## config.mk

```make
export PLATFORM = sky130hd
export DESIGN_NAME = serial_bit_feeder
export DESIGN_NICKNAME = d
export VERILOG_FILES = /design/src/rtl/serial_bit_feeder.sv
export SDC_FILE = /design/constraint.sdc
export NUM_CORES = 1
export LEC_CHECK = 0
export ABC_AREA = 1
export ABC_CLOCK_PERIOD_IN_PS = 3000
export CAP_MARGIN = 25
export CORE_ASPECT_RATIO = 0.8
export CORE_MARGIN = 4
export CORE_UTILIZATION = 55
export CTS_BUF_LIST = sky130_fd_sc_hd__clkbuf_4 sky130_fd_sc_hd__clkbuf_8
export DETAILED_ROUTE_END_ITERATION = 16
export GPL_ROUTABILITY_DRIVEN = 0
export PLACE_DENSITY = 0.79
export SLEW_MARGIN = 10
export SYNTH_ARGS = -nofsm -noshare
export SYNTH_HDL_FRONTEND = slang
export SYNTH_SLANG_ARGS = --single-unit
```

## constraint.sdc

```tcl
create_clock -name clk -period 3 [get_ports clk]
set_input_delay 0.45 -clock clk [delete_from_list [all_inputs] [get_ports clk]]
set_output_delay 0.45 -clock clk [all_outputs]
set_load 0.02 [all_outputs]
```

## src/rtl/serial_bit_feeder.sv

```systemverilog
// ============================================================================
// serial_bit_feeder : FIFO-buffered parallel-to-serial feeder, MSB first, gapless
// Rev 1.0
// ============================================================================
`default_nettype none

module serial_bit_feeder #(
  parameter int WIDTH = 8,
  parameter int DEPTH = 4
) (
  input  logic                       clk,
  input  logic                       reset,
  input  logic [WIDTH-1:0]           data_in,
  input  logic                       data_valid,
  output logic                       data_ready,
  output logic                       dout,
  output logic                       dout_valid,
  output logic                       busy,
  output logic [$clog2(DEPTH+1)-1:0] fifo_count
);

  localparam int CW = $clog2(DEPTH + 1);
  localparam int AW = $clog2(DEPTH);
  localparam int BW = $clog2(WIDTH);
  localparam logic [CW-1:0] c_full     = CW'(DEPTH);
  localparam logic [BW-1:0] c_last_bit = BW'(WIDTH - 1);

  typedef enum logic [0:0] {
    S_IDLE  = 1'b0,
    S_SHIFT = 1'b1
  } state_t;

  logic [WIDTH-1:0] r_mem [DEPTH];
  logic [AW-1:0]    r_wptr;
  logic [AW-1:0]    r_rptr;
  logic [CW-1:0]    r_count;
  state_t           r_state;
  logic [WIDTH-1:0] r_sreg;
  logic [BW-1:0]    r_bit_cnt;
  logic             r_dout;
  logic             r_dout_valid;

  state_t           w_state_nxt;
  logic [WIDTH-1:0] w_sreg_nxt;
  logic [BW-1:0]    w_bit_cnt_nxt;
  logic             w_dout_nxt;
  logic             w_dout_valid_nxt;
  logic             w_pop;
  logic             w_push;
  logic             w_ready;
  logic             w_nonempty;
  logic [WIDTH-1:0] w_head;

  assign w_ready    = (r_count != c_full);
  assign w_nonempty = (r_count != '0);
  assign w_push     = data_valid && w_ready;
  assign w_head     = r_mem[r_rptr];

  // Loads use occupancy before this edge's push, so a new word waits one cycle.
  always_comb begin
    w_state_nxt      = r_state;
    w_sreg_nxt       = r_sreg;
    w_bit_cnt_nxt    = r_bit_cnt;
    w_dout_nxt       = r_dout;
    w_dout_valid_nxt = r_dout_valid;
    w_pop            = 1'b0;

    if (r_state == S_SHIFT && r_bit_cnt != '0) begin
      w_dout_nxt    = r_sreg[WIDTH-1];
      w_sreg_nxt    = r_sreg << 1;
      w_bit_cnt_nxt = r_bit_cnt - 1'b1;
    end else if (w_nonempty) begin
      w_dout_nxt       = w_head[WIDTH-1];
      w_sreg_nxt       = w_head << 1;
      w_bit_cnt_nxt    = c_last_bit;
      w_dout_valid_nxt = 1'b1;
      w_pop            = 1'b1;
      w_state_nxt      = S_SHIFT;
    end else begin
      w_dout_nxt       = 1'b0;
      w_dout_valid_nxt = 1'b0;
      w_state_nxt      = S_IDLE;
    end
  end

  always_ff @(posedge clk) begin
    if (reset) begin
      r_state      <= S_IDLE;
      r_sreg       <= '0;
      r_bit_cnt    <= '0;
      r_dout       <= 1'b0;
      r_dout_valid <= 1'b0;
    end else begin
      r_state      <= w_state_nxt;
      r_sreg       <= w_sreg_nxt;
      r_bit_cnt    <= w_bit_cnt_nxt;
      r_dout       <= w_dout_nxt;
      r_dout_valid <= w_dout_valid_nxt;
    end
  end

  always_ff @(posedge clk) begin
    if (reset) begin
      r_wptr  <= '0;
      r_rptr  <= '0;
      r_count <= '0;
    end else begin
      if (w_push) r_wptr <= r_wptr + 1'b1;
      if (w_pop)  r_rptr <= r_rptr + 1'b1;
      case ({w_push, w_pop})
        2'b10:   r_count <= r_count + 1'b1;
        2'b01:   r_count <= r_count - 1'b1;
        default: r_count <= r_count;
      endcase
    end
  end

  always_ff @(posedge clk) begin
    if (w_push) r_mem[r_wptr] <= data_in;
  end

  assign data_ready = w_ready;
  assign dout       = r_dout;
  assign dout_valid = r_dout_valid;
  assign busy       = r_dout_valid || w_nonempty;
  assign fifo_count = r_count;

endmodule

`default_nettype wire
```

# Yosys cells after proc, flatten, opt, wreduce, memory -nomap -nowiden
# Memory sizes are Yosys's and may differ from the RTL's. A register that Yosys moved wholly into a read port is not among the register bits.
# Index checks and enable logic that the tools add are counted.
# classes
n_mux	13
eq_ne	3
reduce_logical	7
n_addsub	5
# op_table
operator	count
$mux W8	2
$mux W1	6
$mux W3	2
$pmux W3 S2	1
$reduce_bool A3 Y1	2
$sub A3 B1 Y3 const B	2
$add A2 B1 Y2 const B	2
$mux W2	2
$reduce_bool A2 Y1	2
$add A3 B1 Y3 const B	1
$ne A3 B3 Y1 const B	1
$eq A2 B1 Y1 const B	1
$eq A2 B2 Y1 const B	1
$logic_and A1 B1 Y1	2
$logic_or A1 B1 Y1	1
# word_totals
inputBits	11
out_inout_bits	7
ramBits	32
mem_count	1
wordCells	36
register_bits	19
# memory_table
memory	depth	width	rd	rd_clocked_by_memory_dff	wr	line_no	source
r_mem	4	8	1	1	1	33	logic [WIDTH-1:0] r_mem [DEPTH];

# Depth between registers and ports, before layout
# Gate-level depths: netlist of run 1.
# logic_depth
ltp_word	5
depth_mapped	14
mapped_depth_nobuf	14

# Least setup slack after synthesis of run 1
# Ideal clock, no wire load.
# synth_path
kind	reg-to-reg
start	reg r_bit_cnt[0]
end	reg r_count[2], in the netlist fifo_count[2]
t_arrival_ns	2.012
path_buffers	0
setup_slack_ns	0.864
path_stages_with_launch	14
synth_period_minus_slack_ns	2.136
required_ns	2.876
setup_ns	0.124
cell_sequence	dfxtp_1 -> inv_1 -> ha_1 -> ha_1 -> inv_1 -> nand2_2 -> nand2_2 -> inv_4 -> ha_1 -> fa_1 -> nand2_1 -> nand2_1 -> o21ai_0 -> a21oi_1
# synth_between
elab_chain_cells	5
word_cells_on_any_way	7
cone_classes	eq/ne: 2; mux: 2; reduce/logical: 3
# synth_rtl
element	line_no	source
from (decl)	39	logic [BW-1:0] r_bit_cnt;
from (signal assigned)	96	r_bit_cnt <= w_bit_cnt_nxt;
$reduce_bool A3 Y1 (*)	68	if (r_state == S_SHIFT && r_bit_cnt != '0) begin
$logic_and A1 B1 Y1 (*)	68	
$mux W1 (*)	68	
via w_pop	48	logic w_pop;
$eq A2 B1 Y1 or $eq A2 B2 Y1 (tied branches)	110	case ({w_push, w_pop})
$pmux W3 S2 or $reduce_bool A2 Y1 (tied branches)	-	
to (signal assigned)	111	2'b10: r_count <= r_count + 1'b1;
to (signal assigned)	112	2'b01: r_count <= r_count - 1'b1;
to (signal assigned)	113	default: r_count <= r_count;
to (decl)	36	logic [CW-1:0] r_count;
# The timed path passes the listed nets; every way through them passes the cells marked *.
# A chain may end at the register's enable or synchronous reset.

# Worst setup path in the final report of run 1
# Ends and elaborated chain as after synthesis.

==> results of run 1 <==
per-stage QoR:
| stage | hold WS (ns) | cells | area [µm²] | util | total power, mW |
|---|---|---|---|---|---|
| finish | 0.4610 | 338 | 2725 | 0.6482 | 2.479 |
| global route | 0.4835 | 338 | 2725 | 0.6482 | 2.684 |
| CTS | 0.4628 | 338 | 2725 | 0.6482 | 2.493 |
| detailed placement | 0.4493 | 330 | 2631 | 0.6259 | 2.089 |
| global placement | 0.4365 | 330 | 2631 | 0.6259 | 2.057 |
| floorplan | 0.4225 | 257 | 2406 | - | 1.842 |
worst paths after layout:
check / start / endpoint / slack (ns) / cells past startpoint
max: r_bit_cnt[0]$_SDFFE_PP0P_ / fifo_count[2]$_SDFFE_PP0P_ / 0.64 / 14
min reg2reg: r_bit_cnt[0]$_SDFFE_PP0P_ / r_bit_cnt[0]$_SDFFE_PP0P_ / 0.46 / 1
min: r_bit_cnt[0]$_SDFFE_PP0P_ / r_bit_cnt[0]$_SDFFE_PP0P_ / 0.46 / 1
max reg2reg: r_bit_cnt[0]$_SDFFE_PP0P_ / fifo_count[2]$_SDFFE_PP0P_ / 0.64 / 14
per-layer routing:
layer	part of all wire	global-route usage
met5	0	0
met2	0.46	0.2591
met1	0.47	0.2313
met3	0.053	0.04400
met4	0.010	0.06224
sequential cells by signal (all words and copies together) (netlist names), named ones only:
signal	cells
dout	1
dout_valid	1
r_mem	32
r_sreg	7
fifo_count	3
r_rptr	2
r_wptr	2
r_bit_cnt	3
power by group through the flow:
stage	registers [mW]	clock network, mW	logic (mW)
after detailed placement	1.09	0	1.00
after CTS	1.07	0.416	1.01
final	1.07	0.409	0.999
after global placement	1.08	0	0.975
after floorplan	1.06	0	0.783
after global routing	1.09	0.447	1.14
layout make-up:
cell class | count | share of cell area
inverter | 58 | 0.08264
clock inverter | 3 | 0.009183
tap | 57 | 0.02617
sequential | 53 | 0.5069
multi-input combinational | 141 | 0.2764
timing repair buffer | 21 | 0.07346
clock buffer | 5 | 0.02525
cell usage after synthesis:
| cell type | n |
|---|---|
| sky130_fd_sc_hd__inv_1 | 56 |
| sky130_fd_sc_hd__nand2_1 | 46 |
| sky130_fd_sc_hd__edfxtp_1 | 32 |
| sky130_fd_sc_hd__nor2_1 | 26 |
| sky130_fd_sc_hd__dfxtp_1 | 21 |
| sky130_fd_sc_hd__nand3_1 | 17 |
| sky130_fd_sc_hd__nand2_2 | 13 |
| sky130_fd_sc_hd__a21oi_1 | 10 |
| sky130_fd_sc_hd__a21oi_2 | 8 |
| sky130_fd_sc_hd__ha_1 | 7 |
| sky130_fd_sc_hd__o21ai_0 | 6 |
| sky130_fd_sc_hd__o21ai_1 | 3 |
| sky130_fd_sc_hd__buf_4 | 2 |
| sky130_fd_sc_hd__buf_2 | 1 |
| sky130_fd_sc_hd__buf_6 | 1 |
| sky130_fd_sc_hd__buf_8 | 1 |
| sky130_fd_sc_hd__fa_1 | 1 |
| sky130_fd_sc_hd__inv_4 | 1 |
| sky130_fd_sc_hd__inv_6 | 1 |
| sky130_fd_sc_hd__nand3_4 | 1 |
| sky130_fd_sc_hd__nor2_4 | 1 |
| sky130_fd_sc_hd__or2_2 | 1 |
| sky130_fd_sc_hd__xor2_1 | 1 |
worst reg2reg max path, delay by kind of cell, from the launching register on:
kind | cells | cell delay [ns]
AND/OR/NAND/NOR | 5 | 0.55
buffers and inverters | 3 | 0.19
AO/OA/AOI/OAI | 2 | 0.22
adder cells (fa/ha/maj) | 4 | 0.99
flip-flops | 1 | 0.36
cells by family after synthesis:
| group | synth area share |
|---|---|
| and+or+nand+nor | 0.1961 |
| buffers and inverters | 0.1128 |
| DFF | 0.5741 |
| AOI/OAI and AO/OA | 0.06864 |
| adders and majority gates | 0.04472 |
| xor gates and xnor gates | 0.003641 |
==> tab_implementation.tex, run 1 <==
\begin{tabular}{lr}
\hline
Metric & Value \\
\hline
\multicolumn{2}{l}{\textbf{Clocking}} \\
Hold-fix buffer count after cts & 0 \\
TritonCTS buffer count & 5 \\
Total clock sinks & 53 \\
Number of H-tree branching levels & 2 \\
Longest Clk Path Bufs & 2 \\
Reg clk slew, reported paths & 0.10 ns \\
Count of cells resized by post-cts repair & 0 \\
CTS tree & built \\
Root buf cell & sky130\_fd\_sc\_hd\_\_clkbuf\_8 \\
Clock insertion delay at the later pin of the skew report & 0.31 ns \\
Buffers inserted by post-CTS timing repair & 0 \\
\multicolumn{2}{l}{\textbf{Setup path}} \\
Highest fanout seen on the critical path & 10 \\
Kind of cell adding the most delay to the critical path & adder cells \\
Buf/Inv on CP & 3 \\
Data arrival time of the critical path & 2.61 ns \\
Critical path's most frequent cell & sky130\_fd\_sc\_hd\_\_ha\_1 \\
Slowest Stage Delay on Critical Path & 0.39 ns \\
Crit path max-delay cell type & sky130\_fd\_sc\_hd\_\_fa\_1 \\
Data required time of the critical path & 3.24 ns \\
Startpoint type of the worst setup path & flip-flop \\
CP cell instances & inv\_1 > ha\_1 > ha\_1 > inv\_1 > nand2\_2 > nand2\_2 > inv\_4 > ha\_1 > fa\_1 > nor2\_1 > nor2\_1 > nand2\_1 > o21ai\_0 > a21oi\_1 \\
Worst Path Class, Setup & reg2reg \\
Endpoint type of the worst setup path & flip-flop \\
\multicolumn{2}{l}{\textbf{STA}} \\
Maximum achievable frequency & 423.1 MHz \\
Number of max-slew violations in the final report & 0 \\
Worst setup slack after layout & 0.6368 ns \\
Final total negative setup slack & 0 ns \\
Tcrit/Tclk final & 0.7877 \\
Unrepaired setup endpoints after global routing & no \\
Relative slew slack & 0.5267 \\
Number of setup violations in the final report & 0 \\
Clock tree skew after final layout & 0.006873 ns \\
Final critical-path required period & 2.363 ns \\
Slew @ Worst Pin & 0.7090 ns \\
Hold Vio Cnt, Final & 0 \\
\multicolumn{2}{l}{\textbf{Synth}} \\
Count of distinct cell types in the synthesized netlist & 23 \\
Mapped Nets & 276 \\
Number of synthesized register bits & 53 \\
Area share of the largest cell type after synthesis & 0.3994 \\
Cell count after synthesis & 257 \\
Synth area leaders & sky130\_fd\_sc\_hd\_\_edfxtp\_1, sky130\_fd\_sc\_hd\_\_dfxtp\_1, sky130\_fd\_sc\_hd\_\_inv\_1 \\
Sequential share of the synthesized area & 0.5741 \\
Post-synthesis average cell area & 9.362 µm² \\
Mapped cell area & 2406 µm² \\
YS warnings & 0 \\
Most area-hungry cell type in the Yosys netlist & sky130\_fd\_sc\_hd\_\_edfxtp\_1 \\
\multicolumn{2}{l}{\textbf{Route}} \\
Via total after detailed routing & 1579 \\
Total length of routed wires & 4042 µm \\
Drt drc & 0 \\
Count of nets left with antenna violations after detail routing & 0 \\
Drt pass-1 iters & 4 \\
DR WL/cell & 11.96 µm \\
Vias/cell & 4.672 \\
Starting DRT DRC Count & 113 \\
\multicolumn{2}{l}{\textbf{Floorplan}} \\
Die span in y & 67.16 µm \\
Starting utilization of the core area & 0.5723 \\
Core Rows & 21 \\
Number of top-level design ports & 18 \\
Horizontal extent of the die & 81.95 µm \\
Area enclosed by the die boundary & 5504 µm² \\
Total core area & 4204 µm² \\
\multicolumn{2}{l}{\textbf{Power}} \\
Highest ir drop seen on vdd & 0.5395 mV \\
Leakage power figure & 1.179 nW \\
Power share of the combinational group & 0.403 \\
Internal power of the cells & 1.490 mW \\
Portion of total power attributed to sequential cells & 0.432 \\
Sw frac & 0.3987 \\
Net switching power figure & 0.9884 mW \\
Power density of the placed cells & 909.7 nW/µm² \\
Power share of the clock group & 0.165 \\
\multicolumn{2}{l}{\textbf{GRT}} \\
Antenna violations before repair & 0 \\
Wire length of the first global-routing pass & 6734 µm \\
Pin count of the biggest net entering global routing & 19 \\
Overflow after GRT & 0 \\
GRT Resource Usage Total & 0.1687 \\
Via count of the first global-routing pass & 1448 \\
\multicolumn{2}{l}{\textbf{Job}} \\
Reported max-cap violation count & 0 \\
\multicolumn{2}{l}{\textbf{Place}} \\
Post-detailed-placement half-perimeter wirelength & 2833 µm \\
Worst slack, placed & 0.6652 ns \\
\# port buffers & 17 \\
\multicolumn{2}{l}{\textbf{Final layout}} \\
Combined area of the multi-input logic cells & 753.2 µm² \\
Top library cells by usage in the layout, fill and taps aside & sky130\_fd\_sc\_hd\_\_inv\_1, sky130\_fd\_sc\_hd\_\_nand2\_1, sky130\_fd\_sc\_hd\_\_edfxtp\_1 \\
Leading cell type in the layout, fill and taps excluded & sky130\_fd\_sc\_hd\_\_inv\_1 \\
Area Overhead vs Synth & 13.26\% \\
Number of inserted diodes & 0 \\
Filler cell count & 341 \\
Post-layout nets & 299 \\
Ratio of cells with drive above 1 in the final layout & 0.1352 \\
Storage cell area & 1381 µm² \\
\multicolumn{2}{l}{\textbf{Run status}} \\
Run status & completed \\
\multicolumn{2}{l}{\textbf{Hold path}} \\
Type of the worst min-delay path & reg2reg \\
\hline
\end{tabular}
No activity file was read; power rests on OpenSTA's default activity.
==> inputs of run 2 (changes only) <==
ABC_CLOCK_PERIOD_IN_PS = 2300   (was 3000)
clock period = 2.3 ns   (was 3 ns; I/O delays follow)
==> tab_implementation.tex, run 2 (synthesized netlist as in run 1, its figures left out) <==
\begin{tabular}{lr}
\hline
Metric & Value \\
\hline
\multicolumn{2}{l}{\textbf{Route}} \\
Drt drc & 0 (unchanged) \\
Drt pass-1 iters & 4 (unchanged) \\
Count of nets left with antenna violations after detail routing & 0 (unchanged) \\
Total length of routed wires & 4105 µm (+1.6\%) \\
Starting DRT DRC Count & 89 (-21\%) \\
Via total after detailed routing & 1600 (+1.3\%) \\
DR WL/cell & 12.07 µm (+0.96\%) \\
Vias/cell & 4.706 (+0.73\%) \\
\multicolumn{2}{l}{\textbf{GRT}} \\
Pin count of the biggest net entering global routing & 18 (-1) \\
GRT Resource Usage Total & 0.1671 (-0.001583) \\
Wire length of the first global-routing pass & 6817 µm (+1.2\%) \\
Via count of the first global-routing pass & 1472 (+1.7\%) \\
Antenna violations before repair & 0 (unchanged) \\
Overflow after GRT & 0 (unchanged) \\
\multicolumn{2}{l}{\textbf{Place}} \\
Post-detailed-placement half-perimeter wirelength & 2796 µm (-1.3\%) \\
\# port buffers & 17 (unchanged) \\
\multicolumn{2}{l}{\textbf{STA}} \\
Slew @ Worst Pin & 0.6977 ns (-0.01129 ns) \\
Clock tree skew after final layout & 0.005165 ns (-0.001708 ns) \\
Post-Route Hold Slack & 0.4442 ns (-0.01677 ns) \\
Tcrit/Tclk final & 0.9490 (+0.1613) \\
Hold Vio Cnt, Final & 0 (unchanged) \\
Relative slew slack & 0.5342 (+0.007536) \\
Number of setup violations in the final report & 0 (unchanged) \\
Number of max-slew violations in the final report & 0 (unchanged) \\
Final critical-path required period & 2.183 ns (-0.1805 ns) \\
Maximum achievable frequency & 458.1 MHz (+8.3\%) \\
\multicolumn{2}{l}{\textbf{Final layout}} \\
Combined area of the multi-input logic cells & 760.7 µm² (+1.0\%) \\
Number of inserted diodes & 0 (unchanged) \\
Number of flip-flops in the largest register & 32 (unchanged) \\
Biggest regs & r\_mem: 32 flops, r\_sreg: 7 flops \\
Filler cell count & 368 (+7.9\%) \\
Leading cell type in the layout, fill and taps excluded & sky130\_fd\_sc\_hd\_\_inv\_1 \\
Top library cells by usage in the layout, fill and taps aside & sky130\_fd\_sc\_hd\_\_inv\_1, sky130\_fd\_sc\_hd\_\_nand2\_1, sky130\_fd\_sc\_hd\_\_edfxtp\_1 \\
Post-layout nets & 301 (+0.67\%) \\
Largest register by flop count & r\_mem \\
Ratio of cells with drive above 1 in the final layout & 0.1449 (+0.009645) \\
Storage cell area & 1383 µm² (about the same) \\
Final cell utilization of the core & 0.6527 (+0.004465) \\
Area Overhead vs Synth & 14.04\% \\
\multicolumn{2}{l}{\textbf{Setup path}} \\
CP cell instances & inv\_1 > ha\_1 > ha\_1 > inv\_1 > nand2\_2 > nand2\_4 > inv\_4 > ha\_2 > fa\_1 > nand2\_1 > nand2\_1 > o21ai\_0 > a21oi\_1 \\
Data required time of the critical path & 2.50 ns (-0.74 ns) \\
Highest fanout seen on the critical path & 10 (unchanged) \\
Buf/Inv on CP & 3 (unchanged) \\
Data arrival time of the critical path & 2.38 ns (-0.23 ns) \\
Number of cells on the worst reg-to-reg path & 13 (-1) \\
CP Capture Point & fifo\_count[2]\$\_SDFFE\_PP0P\_ \\
Kind of cell adding the most delay to the critical path & adder cells \\
Slowest Stage Delay on Critical Path & 0.38 ns (about the same) \\
Destination of the worst register-to-register timing path & fifo\_count[2]\$\_SDFFE\_PP0P\_ \\
Path length in cells of the critical path & 13 (-1) \\
Endpoint type of the worst setup path & flip-flop \\
Crit path max-delay cell type & sky130\_fd\_sc\_hd\_\_fa\_1 \\
Launching point of the worst reg2reg path & r\_bit\_cnt[0]\$\_SDFFE\_PP0P\_ \\
Critical Path Source & r\_bit\_cnt[0]\$\_SDFFE\_PP0P\_ \\
Worst Path Class, Setup & reg2reg \\
Startpoint type of the worst setup path & flip-flop \\
Setup slack on the worst flop-to-flop path & 0.12 ns (-0.52 ns) \\
\multicolumn{2}{l}{\textbf{Clocking}} \\
TritonCTS buffer count & 5 (unchanged) \\
Root buf cell & sky130\_fd\_sc\_hd\_\_clkbuf\_8 \\
CTS tree & built \\
Clock insertion delay at the later pin of the skew report & 0.30 ns (about the same) \\
Total clock sinks & 53 (unchanged) \\
Buffers inserted by post-CTS timing repair & 0 (unchanged) \\
Number of H-tree branching levels & 2 (unchanged) \\
Reg clk slew, reported paths & 0.10 ns (about the same) \\
Hold-fix buffer count after cts & 0 (unchanged) \\
Longest Clk Path Bufs & 2 (unchanged) \\
\multicolumn{2}{l}{\textbf{Power}} \\
Portion of total power attributed to sequential cells & 0.429 (-0.003) \\
Sw frac & 0.3981 (-0.0006695) \\
Power share of the clock group & 0.160 (-0.005) \\
Net switching power figure & 1.298 mW (+31\%) \\
Power share of the combinational group & 0.411 (+0.008) \\
Leakage power figure & 1.187 nW (+0.66\%) \\
Highest ir drop seen on vdd & 0.6053 mV (+12\%) \\
Power density of the placed cells & 1188 nW/µm² (+31\%) \\
Internal power of the cells & 1.963 mW (+32\%) \\
\multicolumn{2}{l}{\textbf{Run status}} \\
Run status & completed \\
\multicolumn{2}{l}{\textbf{Floorplan}} \\
Area enclosed by the die boundary & 5504 µm² (unchanged) \\
Die span in y & 67.16 µm (unchanged) \\
Starting utilization of the core area & 0.5723 (unchanged) \\
Total core area & 4204 µm² (unchanged) \\
Horizontal extent of the die & 81.95 µm (unchanged) \\
Number of top-level design ports & 18 (unchanged) \\
Core Rows & 21 (unchanged) \\
\multicolumn{2}{l}{\textbf{Hold path}} \\
Type of the worst min-delay path & reg2reg \\
\multicolumn{2}{l}{\textbf{Job}} \\
Reported max-cap violation count & 0 (unchanged) \\
\hline
\end{tabular}
## run 2: layout make-up
| class | count | share of cell area |
|---|---|---|
| inverter | 58 | 0.08208 |
| clock buffer | 5 | 0.02508 |
| tap | 57 | 0.02599 |
| timing repair buffer | 23 | 0.07843 |
| sequential | 53 | 0.5039 |
| multi-input combinational | 141 | 0.2772 |
| clock inverter | 3 | 0.007296 |
## run 2: stage by stage
step	power, mW	setup WS [ns]	instance area (µm²)	TNS [ns]	instances
2_1_floorplan	2.402	0.1638	2406	0	257
3_3_place_gp	2.705	0.1904	2646	0	332
3_5_place_dp	2.745	0.09649	2646	0	332
4_1_cts	3.270	0.06002	2735	0	340
5_1_grt	3.534	-0.01259	2744	-0.01259	340
6_report	3.260	0.1173	2744	0	340
## run 2: worst min path at each step
stage	depth (start not counted)	slack (ns)	endpoint	startpoint
after floorplan	1	0.42	r_bit_cnt[0]$_SDFFE_PP0P_	r_bit_cnt[0]$_SDFFE_PP0P_
after global routing	1	0.46	r_bit_cnt[0]$_SDFFE_PP0P_	r_bit_cnt[0]$_SDFFE_PP0P_
after global placement	1	0.43	r_bit_cnt[0]$_SDFFE_PP0P_	r_bit_cnt[0]$_SDFFE_PP0P_
after CTS	1	0.46	r_bit_cnt[0]$_SDFFE_PP0P_	r_bit_cnt[0]$_SDFFE_PP0P_
after detailed placement	1	0.45	r_bit_cnt[0]$_SDFFE_PP0P_	r_bit_cnt[0]$_SDFFE_PP0P_
final	1	0.44	r_bit_cnt[0]$_SDFFE_PP0P_	r_bit_cnt[0]$_SDFFE_PP0P_
## run 2: power groups by stage
stage | Clock [mW] | Sequential [mW] | Combinational (mW)
2_1_floorplan | 0 | 1.38 | 1.02
3_3_place_gp | 0 | 1.41 | 1.29
3_5_place_dp | 0 | 1.42 | 1.32
4_1_cts | 0.534 | 1.40 | 1.34
5_1_grt | 0.568 | 1.43 | 1.54
6_report | 0.520 | 1.40 | 1.34
## run 2: timing repair
item	CTS	global route
resized for setup	0	3
endpoints found under the hold margin	0	0
endpoints found under the setup margin	0	1
## run 2: metal layers
metal | up-vias | track usage | part of all wire
li1 | 846 | - | -
met1 | 721 | 0.2276 | 0.47
met2 | 24 | 0.2611 | 0.47
met3 | 9 | 0.04267 | 0.041
met4 | 0 | 0.05809 | 0.019
met5 | - | 0 | 0
==> inputs of run 3 (changes only) <==
GPL_ROUTABILITY_DRIVEN = not set   (was 0)
PLACE_DENSITY = 0.81   (was 0.79)
SLEW_MARGIN = 20   (was 10)
==> tab_implementation.tex, run 3 (synthesized netlist as in run 1, its figures left out) <==
\begin{tabular}{lr}
\hline
Metric & Value \\
\hline
\multicolumn{2}{l}{\textbf{Final layout}} \\
Leading cell type in the layout, fill and taps excluded & sky130\_fd\_sc\_hd\_\_inv\_1 \\
Number of flip-flops in the largest register & 32 (unchanged) \\
Combined area of the multi-input logic cells & 760.7 µm² (unchanged) \\
Ratio of cells with drive above 1 in the final layout & 0.1484 (+0.003534) \\
Storage cell area & 1383 µm² (unchanged) \\
Number of inserted diodes & 0 (unchanged) \\
Final non-filler cell area & 2770 µm² (+0.96\%) \\
Final cell utilization of the core & 0.6589 (+0.006250) \\
Filler cell count & 340 (-7.6\%) \\
Largest register by flop count & r\_mem \\
Biggest regs & r\_mem: 32 flops, r\_sreg: 7 flops \\
Area Overhead vs Synth & 15.13\% \\
Post-layout nets & 301 (unchanged) \\
Top library cells by usage in the layout, fill and taps aside & sky130\_fd\_sc\_hd\_\_inv\_1, sky130\_fd\_sc\_hd\_\_nand2\_1, sky130\_fd\_sc\_hd\_\_edfxtp\_1 \\
\multicolumn{2}{l}{\textbf{Route}} \\
Drt drc & 0 (unchanged) \\
Met2 routed wirelength & 2135 µm (+9.7\%) \\
Starting DRT DRC Count & 102 (+15\%) \\
Count of nets left with antenna violations after detail routing & 0 (unchanged) \\
Routed wl met3 & 172 µm (+1.8\%) \\
Highest metal layer used by the detailed router & met4 \\
Metal1 wirelength & 1958 µm (+2.6\%) \\
DR WL/cell & 12.76 µm (+5.7\%) \\
Total length of routed wires & 4337 µm (+5.7\%) \\
Via total after detailed routing & 1619 (+1.2\%) \\
Drt pass-1 iters & 4 (unchanged) \\
Vias/cell & 4.762 (+1.2\%) \\
\multicolumn{2}{l}{\textbf{GRT}} \\
Via count of the first global-routing pass & 1493 (+1.4\%) \\
Overflow after GRT & 0 (unchanged) \\
Antenna violations before repair & 0 (unchanged) \\
Wire length of the first global-routing pass & 6955 µm (+2.0\%) \\
Pin count of the biggest net entering global routing & 18 (unchanged) \\
GRT Resource Usage Total & 0.1759 (+0.008779) \\
\multicolumn{2}{l}{\textbf{Power}} \\
Power share of the clock group & 0.190 (+0.030) \\
Leakage power figure & 1.204 nW (+1.4\%) \\
Sw frac & 0.3878 (-0.01028) \\
Power density of the placed cells & 1233 nW/µm² (+3.8\%) \\
Net switching power figure & 1.325 mW (+2.1\%) \\
Power share of the combinational group & 0.400 (-0.011) \\
Internal power of the cells & 2.091 mW (+6.6\%) \\
Portion of total power attributed to sequential cells & 0.409 (-0.020) \\
Highest ir drop seen on vdd & 0.5789 mV (-4.4\%) \\
\multicolumn{2}{l}{\textbf{Place}} \\
Worst slack, placed & 0.06151 ns (-0.03498 ns) \\
\# port buffers & 17 (unchanged) \\
Standard cell area after detailed placement & 2646 µm² (unchanged) \\
Post-detailed-placement half-perimeter wirelength & 2979 µm (+6.6\%) \\
Final Wtd Congestion & 0.8009 \\
\multicolumn{2}{l}{\textbf{Job}} \\
Reported max-cap violation count & 0 (unchanged) \\
\multicolumn{2}{l}{\textbf{Setup path}} \\
Launching point of the worst reg2reg path & r\_bit\_cnt[0]\$\_SDFFE\_PP0P\_ \\
Slowest Stage Delay on Critical Path & 0.37 ns (about the same) \\
Number of cells on the worst reg-to-reg path & 14 (+1) \\
Critical Path Source & r\_bit\_cnt[0]\$\_SDFFE\_PP0P\_ \\
Data arrival time of the critical path & 2.40 ns (+0.02 ns) \\
Setup slack on the worst flop-to-flop path & 0.14 ns (+0.02 ns) \\
Data required time of the critical path & 2.55 ns (+0.05 ns) \\
CP cell instances & inv\_1 > ha\_1 > ha\_1 > inv\_1 > nand2\_2 > nand2\_4 > inv\_4 > ha\_2 > fa\_1 > nor2\_1 > nor2\_1 > nand2\_1 > o21ai\_0 > a21oi\_1 \\
Destination of the worst register-to-register timing path & fifo\_count[2]\$\_SDFFE\_PP0P\_ \\
Highest fanout seen on the critical path & 10 (unchanged) \\
Crit path max-delay cell type & sky130\_fd\_sc\_hd\_\_fa\_1 \\
CP Capture Point & fifo\_count[2]\$\_SDFFE\_PP0P\_ \\
Startpoint type of the worst setup path & flip-flop \\
Endpoint type of the worst setup path & flip-flop \\
Worst Path Class, Setup & reg2reg \\
\multicolumn{2}{l}{\textbf{STA}} \\
Hold Vio Cnt, Final & 0 (unchanged) \\
Number of max-slew violations in the final report & 0 (unchanged) \\
Number of setup violations in the final report & 0 (unchanged) \\
Final total negative setup slack & 0 ns (unchanged) \\
Relative slew slack & 0.5227 (-0.01154) \\
Worst setup slack after layout & 0.1404 ns (+0.02311 ns) \\
Maximum achievable frequency & 463.1 MHz (+1.1\%) \\
Clock tree skew after final layout & 0.006931 ns (+0.001766 ns) \\
Slew @ Worst Pin & 0.7150 ns (+0.01728 ns) \\
Post-Route Hold Slack & 0.4322 ns (-0.01203 ns) \\
Final critical-path required period & 2.160 ns (-0.02311 ns) \\
Unrepaired setup endpoints after global routing & no \\
Tcrit/Tclk final & 0.9390 (-0.01005) \\
\multicolumn{2}{l}{\textbf{Clocking}} \\
TritonCTS buffer count & 5 (unchanged) \\
CTS tree & built \\
Total clock sinks & 53 (unchanged) \\
Clock insertion delay at the later pin of the skew report & 0.31 ns (about the same) \\
Number of H-tree branching levels & 2 (unchanged) \\
Longest Clk Path Bufs & 2 (unchanged) \\
Root buf cell & sky130\_fd\_sc\_hd\_\_clkbuf\_8 \\
Reg clk slew, reported paths & 0.09 ns (about the same) \\
\multicolumn{2}{l}{\textbf{Hold path}} \\
Startpoint of the lowest-slack hold path & r\_bit\_cnt[0]\$\_SDFFE\_PP0P\_ \\
Type of the worst min-delay path & reg2reg \\
\multicolumn{2}{l}{\textbf{Floorplan}} \\
Starting utilization of the core area & 0.5723 (unchanged) \\
Die span in y & 67.16 µm (unchanged) \\
Core Rows & 21 (unchanged) \\
Number of top-level design ports & 18 (unchanged) \\
Horizontal extent of the die & 81.95 µm (unchanged) \\
Total core area & 4204 µm² (unchanged) \\
Area enclosed by the die boundary & 5504 µm² (unchanged) \\
\multicolumn{2}{l}{\textbf{Run status}} \\
Run status & completed \\
\hline
\end{tabular}
[run 3: worst min-delay path by stage]
stage	end	slack [ns]	depth (start not counted)
6_report	r_bit_cnt[0]$_SDFFE_PP0P_	0.43	1
3_3_place_gp	r_bit_cnt[0]$_SDFFE_PP0P_	0.43	1
4_1_cts	r_bit_cnt[0]$_SDFFE_PP0P_	0.46	1
5_1_grt	r_bit_cnt[0]$_SDFFE_PP0P_	0.45	1
3_5_place_dp	r_bit_cnt[0]$_SDFFE_PP0P_	0.44	1
2_1_floorplan	r_bit_cnt[0]$_SDFFE_PP0P_	0.42	1
[run 3: metal layers]
layer | GRT usage | vias up
met2 | 0.2923 | 27
met5 | 0 | -
li1 | - | 844
met4 | 0.08091 | 0
met1 | 0.2191 | 743
met3 | 0.04000 | 5
[run 3: area by class of cell]
| type | instances | area share |
|---|---|---|
| repair buffers | 23 | 0.07769 |
| well taps | 57 | 0.02575 |
| clock inverters | 2 | 0.01400 |
| multi-input cells | 141 | 0.2746 |
| clock buffers | 6 | 0.02755 |
| flip-flops and latches | 53 | 0.4991 |
| inverters | 58 | 0.08130 |
[run 3: repair_timing]
| action | in CTS | in global routing |
|---|---|---|
| setup endpoints to repair | 0 | 2 |
| gates resized for setup | 0 | 3 |
| buffers inserted | 0 | 0 |
| hold buffers | 0 | 0 |
[run 3: critical path: cells and delay by family (launching register included)]
family	cells	cell delay, ns
buffers and inverters	3	0.18
and+or+nand+nor	5	0.39
adders and majority gates	4	0.95
AOI/OAI and AO/OA	2	0.22
DFF	1	0.34
[run 3: stage by stage]
stage	total power [mW]	std cells
floorplan	2.402	257
global placement	2.695	332
detailed placement	2.759	332
CTS	3.416	340
global route	3.659	340
finish	3.416	340
[run 3: power groups by stage]
stage                     Sequential, mW  Clock (mW)  Combinational, mW
after floorplan                     1.38           0               1.02
after global placement              1.41           0               1.28
after detailed placement            1.42           0               1.34
after CTS                           1.40       0.658               1.36
after global routing                1.43       0.709               1.52
final                               1.40       0.650               1.37
